### config.mk
export PLATFORM = sky130hd
export DESIGN_NAME = ifu_fetch
export DESIGN_NICKNAME = d
export VERILOG_FILES = /design/src/rtl/ifu_fetch.sv
export SDC_FILE = /design/constraint.sdc
export NUM_CORES = 1
export LEC_CHECK = 0
export CAP_MARGIN = 25
export CORE_UTILIZATION = 55
export CTS_CLUSTER_DIAMETER = 60
export DETAILED_ROUTE_END_ITERATION = 10
export DONT_BUFFER_PORTS = 1
export GPL_TIMING_DRIVEN = 0
export MAX_ROUTING_LAYER = met4
export PLACE_DENSITY = 0.7
export SYNTH_ARGS = -nofsm -noshare
export SYNTH_HDL_FRONTEND = slang
export SYNTH_SLANG_ARGS = --single-unit
### constraint.sdc
create_clock -name clock -period 2.48 [get_ports clock]
set_input_delay 0.496 -clock clock [delete_from_list [all_inputs] [get_ports clock]]
set_output_delay 0.496 -clock clock [all_outputs]
set_load 0.02 [all_outputs]
### src/rtl/ifu_fetch.sv
// rtl/ifu_fetch.sv - instruction fetch stage: fetch PC, one outstanding imem read, IF/ID handshake
// Optional feature macro: YSYX_22040931_IFU_BYPASS_EN presents a response in the cycle it arrives.
module ifu_fetch #(
  parameter logic [63:0] RESET_PC = 64'h8000_0000
) (
  input  logic        clock,
  input  logic        reset,
  input  logic        redirect_valid,
  input  logic [63:0] redirect_pc,
  output logic        imem_req_valid,
  input  logic        imem_req_ready,
  output logic [63:0] imem_addr,
  input  logic        imem_resp_valid,
  input  logic [31:0] imem_resp_data,
  output logic        pc_valid,
  input  logic        if_ready,
  output logic [63:0] IF_pc,
  output logic [31:0] IF_instr
);

  localparam logic [31:0] NOP = 32'h0000_0013;

  typedef enum logic [1:0] {S_REQ, S_WAIT, S_HOLD} state_t;

  state_t      state;
  logic [63:0] pc;
  logic [63:0] if_pc_q;
  logic [31:0] if_instr_q;
  logic        drop;
  logic        req_valid_q;
  logic        hold_valid_q;
  logic        req_fire;
  logic [63:0] target;
  logic [63:0] pc_next_seq;

  assign req_fire    = req_valid_q & imem_req_ready;
  assign target      = {redirect_pc[63:2], 2'b00};
  assign pc_next_seq = pc + 64'd4;

`ifdef YSYX_22040931_IFU_BYPASS_EN
  logic resp_hit;
  assign resp_hit = (state == S_WAIT) & imem_resp_valid & ~drop & ~redirect_valid;
`endif

  always_ff @(posedge clock) begin
    if (reset) begin
      state        <= S_REQ;
      pc           <= RESET_PC;
      drop         <= 1'b0;
      req_valid_q  <= 1'b0;
      hold_valid_q <= 1'b0;
      if_pc_q      <= 64'd0;
      if_instr_q   <= NOP;
    end else begin
      case (state)
        S_REQ: begin
          if (redirect_valid) pc <= target;
          if (req_fire) begin
            state       <= S_WAIT;
            req_valid_q <= 1'b0;
            drop        <= redirect_valid;
          end else begin
            req_valid_q <= 1'b1;
          end
        end
        S_WAIT: begin
          // A response meeting a redirect (or an owed drop) is the one owed; consume it
          // here rather than waiting for a second response that will never come.
          if (imem_resp_valid && (drop || redirect_valid)) begin
            if (redirect_valid) pc <= target;
            drop        <= 1'b0;
            state       <= S_REQ;
            req_valid_q <= 1'b1;
          end else if (redirect_valid) begin
            pc   <= target;
            drop <= 1'b1;
          end else if (imem_resp_valid) begin
`ifdef YSYX_22040931_IFU_BYPASS_EN
            if (if_ready) begin
              pc          <= pc_next_seq;
              state       <= S_REQ;
              req_valid_q <= 1'b1;
            end else begin
              if_pc_q      <= pc;
              if_instr_q   <= imem_resp_data;
              hold_valid_q <= 1'b1;
              state        <= S_HOLD;
            end
`else
            if_pc_q      <= pc;
            if_instr_q   <= imem_resp_data;
            hold_valid_q <= 1'b1;
            state        <= S_HOLD;
`endif
          end
        end
        S_HOLD: begin
          if (redirect_valid) begin
            pc           <= target;
            hold_valid_q <= 1'b0;
            state        <= S_REQ;
            req_valid_q  <= 1'b1;
          end else if (if_ready) begin
            pc           <= pc_next_seq;
            hold_valid_q <= 1'b0;
            state        <= S_REQ;
            req_valid_q  <= 1'b1;
          end
        end
        default: begin
          state        <= S_REQ;
          hold_valid_q <= 1'b0;
          req_valid_q  <= 1'b1;
        end
      endcase
    end
  end

  assign imem_req_valid = req_valid_q;
  assign imem_addr      = pc;

`ifdef YSYX_22040931_IFU_BYPASS_EN
  assign pc_valid = (hold_valid_q | resp_hit) & ~redirect_valid;
  assign IF_pc    = resp_hit ? pc : if_pc_q;
  assign IF_instr = resp_hit ? imem_resp_data : if_instr_q;
`else
  assign pc_valid = hold_valid_q & ~redirect_valid;
  assign IF_pc    = if_pc_q;
  assign IF_instr = if_instr_q;
`endif

endmodule

After elaboration in Yosys (flattened, before gate mapping)
Index checks and enable logic that the tools add are counted.
{"block": "totals", "regBits": 165, "inputBits": 102, "out_inout_bits": 162, "wordCells": 63}
{"block": "op_classes", "addsub": 1, "eq_ne": 12, "muxes": 26, "n_bitwise": 5, "reduce_logical": 12}
{"op": "$mux 64", "n": 3}
{"op": "$pmux 64 s2", "n": 1}
{"op": "$add 64x3->64 const B", "n": 1}
{"op": "$mux 1", "n": 12}
{"op": "$mux 2", "n": 6}
{"op": "$ne 3x3->1 const B", "n": 4}
{"op": "$ne 2x2->1 const B", "n": 5}
{"op": "$reduce_and 4->1", "n": 2}
{"op": "$pmux 1 s3", "n": 2}
{"op": "$pmux 2 s3", "n": 1}
{"op": "$reduce_and 3->1", "n": 2}
{"op": "$reduce_and 5->1", "n": 1}
{"op": "$reduce_bool 2->1", "n": 2}
{"op": "$not 1->1", "n": 3}
{"op": "$and 1x1->1", "n": 2}
{"op": "$eq 2x1->1 const B", "n": 1}
{"op": "$eq 2x2->1 const B", "n": 1}
{"op": "$logic_not 2->1", "n": 1}
{"op": "$ne 2x1->1 const B", "n": 1}
{"op": "$pmux 1 s2", "n": 1}
{"op": "$reduce_and 2->1", "n": 1}
{"op": "$reduce_or 2->1", "n": 1}
{"op": "$logic_and 1x1->1", "n": 1}
{"op": "$logic_or 1x1->1", "n": 1}

Longest topological paths before layout
{"block": "logic_depth", "depth_word": 4, "depth_mapped": 10, "mapped_depth_nobuf": 7}

Worst setup path before layout
Ideal clock, no wire load.
{"block": "synth_path", "path_kind": "register to register", "from": "reg pc[2], in the netlist imem_addr[2]", "to": "reg pc[48], in the netlist imem_addr[48]", "setup_ps": 127, "arrival_ps": 2236, "t_required_ps": 2353, "path_slack_ps": 117, "stages_incl_launch_ff": 8, "period_less_slack_ps": 2363, "path_cell_list": "dfxtp_1 -> ha_1 -> and4_1 -> nand4_1 -> nor4_4 -> nand3_1 -> and3_1 -> or3_1"}
{"block": "synth_between", "elab_chain_len": 4}
{"element": "start, declared", "line_no": "26", "source": "logic [63:0] pc;"}
{"element": "start signal, assigned", "line_no": "57", "source": "if (redirect_valid) pc <= target;"}
{"element": "start signal, assigned", "line_no": "70", "source": "if (redirect_valid) pc <= target;"}
{"element": "start signal, assigned", "line_no": "75", "source": "pc <= target;"}
{"element": "$add 64x3->64", "line_no": "38", "source": "assign pc_next_seq = pc + 64'd4;"}
{"element": "$mux 64", "line_no": "103", "source": "end else if (if_ready) begin"}
{"element": "$mux 64", "line_no": "98", "source": "if (redirect_valid) begin"}
{"element": "$pmux 64 s2", "line_no": "55", "source": "case (state)"}
Every way passes these cells. The select of a mux whose other input is x is not followed.
A chain may end at the register's enable or synchronous reset.

Worst setup path in the final report
{"block": "layout_path", "from": "reg pc[24], in the netlist imem_addr[24]", "to": "reg pc[48], in the netlist imem_addr[48]"}
The elaborated chain is that of the path after synthesis.

==> reports/qor.txt <==
Status - finished clean
Vias per Instance - 6.41
Post-layout util - 65.1%
Routed length per instance - 21.8 um
CP Data Required Time - 2.79 ns
RSZ-0062 raised after global routing - yes
CTS Root Cell - clkbuf_16
Fraction of the mapped netlist area in adder cells - 0.162%
Final Cell Area - 8760 sq um
Top FF cell, synth - dfxtp_1
DRT iter0 DRCs - 918
Worst Clk Skew - 0.00817 ns
Post-synthesis compound-gate area fraction - 22.3%
Fmax - 0.417 GHz
Htree depth - 4
Met3 global-route usage - 10.9%
First-pass GRT wire length - 42100 um
Total power - 5.86 mW
Clock sinks - 161
Layout area overhead - 13.7%
DRC violations left - 0
Post-synth EDFFs - 0
Cts bufs inserted - 17
Async set-reset flop share out of synthesis - 0%
Largest net degree at the start of global routing - 17
Die height - 120 um
Yosys reg bits - 161
Worst hold path class - in -> reg
Yosys top cell area share - 41.9%
PortBufs - 0
Setup violators final - 0
Max VDD drop - 0.459 mV
CP Launch Type - flip-flop
Avg Synthesized Cell Area - 7.36 sq um
Synth Cell Area - 7700 sq um
Antenna violations before repair - 3
Max Slew Vio Count - 0
Max-slew headroom - 45.0%
Initial core utilization - 57.2%
# rows - 42
Clock Pin Slew Worst Setup and Hold Paths - 0.07 ns
GRT met2 Usage - 58.3%
Max clock buf depth - 2
Final setup TNS - 0 ns
Area contributors post-synth - dfxtp_1 (42%), nand2_1 (13%), a21oi_1 (9.7%)
Die area - 14500 sq um
Grt peak-use layer - met2
GRT Total Usage - 39.2%
GRT met1 Usage - 50.4%
Leak - 3.07 nW
Vias - 8102
Warnings from Yosys - 0
Total grt overflow - 0
Largest family of logic cells by synthesized area - simple AND/OR/NAND/NOR gates
CTS tree - built
Post-layout minimum cycle time - 2.40 ns
Final-stage net count - 1175
Worst Tran Pin Value - 0.825 ns
Max FO, Critical Path - 8
Worst-Skew Late Latency - 0.43 ns
Post-DP Area - 7930 sq um
Layout cells sized above 1 - 13.5%
Sequential area share after synthesis - 41.9%
Multiplexer share of the synthesized area - 1.35%
Final Hold Viols - 0
Simple-gate share of the synthesized area - 28.8%
Placeable Area - 13500 sq um
Cell Pwr Density - 669 nW/um^2
CP Class - reg -> reg
Drt pass-1 iters - 6
Worst setup EP type - flip-flop
Area share of xor/xnor cells in the synthesized design - 0%
Routability congestion estimate - 0.997
Top cells by count, synth - nand2_1 (264), dfxtp_1 (161), a21oi_1 (150)
Worst Path Arrival - 2.71 ns
Vias in the first global route - 7355
Total wire length - 27600 um
Post-DP HPWL - 19500 um
Die Wd - 120 um
DRT antenna net count - 0
Period utilisation layout - 96.6%
Post-synthesis cell type with the largest combined area - dfxtp_1
Most frequent cell after synthesis - nand2_1
Max Cap Viol - 0
# IOs - 264
Yosys cell types - 59
Mapped Cells - 1046
-- critical path, stage by stage, from the launching register on --
cell     delay [ns]
dfxtp_1        0.44
buf_2          0.26
and4_2         0.32
nand4_1        0.16
nor4_4         0.34
nand3_2        0.17
and3_1         0.23
or3_1          0.36
-- where the power goes --
part	total (mW)	leakage (nW)	switching [mW]	internal [mW]
clock	2.55	0.280	1.16	1.40
sequential	2.90	1.32	0.226	2.67
combinational	0.407	1.47	0.268	0.139
total	5.86	3.07	1.65	4.21
-- layout make-up --
class,instances,area (sq um)
fillers,1268,4690
flip-flops and latches,161,3270
clock inverters,14,129
well taps,176,220
repair buffers,6,45.0
multi-input cells,787,4200
inverters,6,22.5
clock buffers,18,429
diodes,3,7.51
plain buffers,93,428
-- layout by cell type, fill, tap and decap left out, drive strengths merged, types with 15 or more instances in the layout --
master    n
a21oi   150
nand2   265
and3     21
nor2     54
dfxtp   161
a31oi    24
buf      19
nand3    41
nor3     15
nand4    30
clkbuf   98
o21ai    45
-- kinds of logic (layout without fill, tap and decap cells) --
group / count (synthesis) / count (layout)
compound gates: 296 / 296
fa+ha+maj: 1 / 1
buf+inv: 101 / 137
flops: 161 / 161
mux: 10 / 10
other cells: 1 / 7
simple gates: 476 / 476
-- metrics by stage --
stage,worst slack (ns),hold slack [ns],cells
finish,0.0836,0.193,1264
global route,-0.0275,0.187,1264
floorplan,0.117,0.449,1049
CTS,-0.00455,0.183,1261
detailed placement,-0.584,0.476,1225
global placement,-0.550,0.463,1225
-- worst paths after layout --
path | start | endpoint | slack (ns) | cells after the start
max | imem_addr[24] | imem_addr[48] | 0.08 | 7
min | imem_resp_data[29] | IF_instr[29] | 0.19 | 2
max reg2reg | imem_addr[24] | imem_addr[48] | 0.08 | 7
min reg2reg | hold_valid_q | hold_valid_q | 0.49 | 2
-- what timing repair did --
action | 4_1_cts | 5_1_grt
hold buffers | 0 | 0
resized for setup | 33 | 75
setup endpoints to repair | 58 | 64
buffers inserted | 4 | 2
pin swaps | 2 | 2
gates cloned | 0 | 0
-- per-layer routing --
layer,routed length [um],up-vias
li1,-,3756
met1,10600,3709
met2,12100,557
met3,3780,80
met4,1110,0
met5,0,-
-- sequential cells by signal (all words and copies together), names as in the netlist --
signal	count
IF_pc	62
imem_addr	62
IF_instr	32
state	2
drop	1
hold_valid_q	1
imem_req_valid	1
Power figures use the tool's default switching activity.
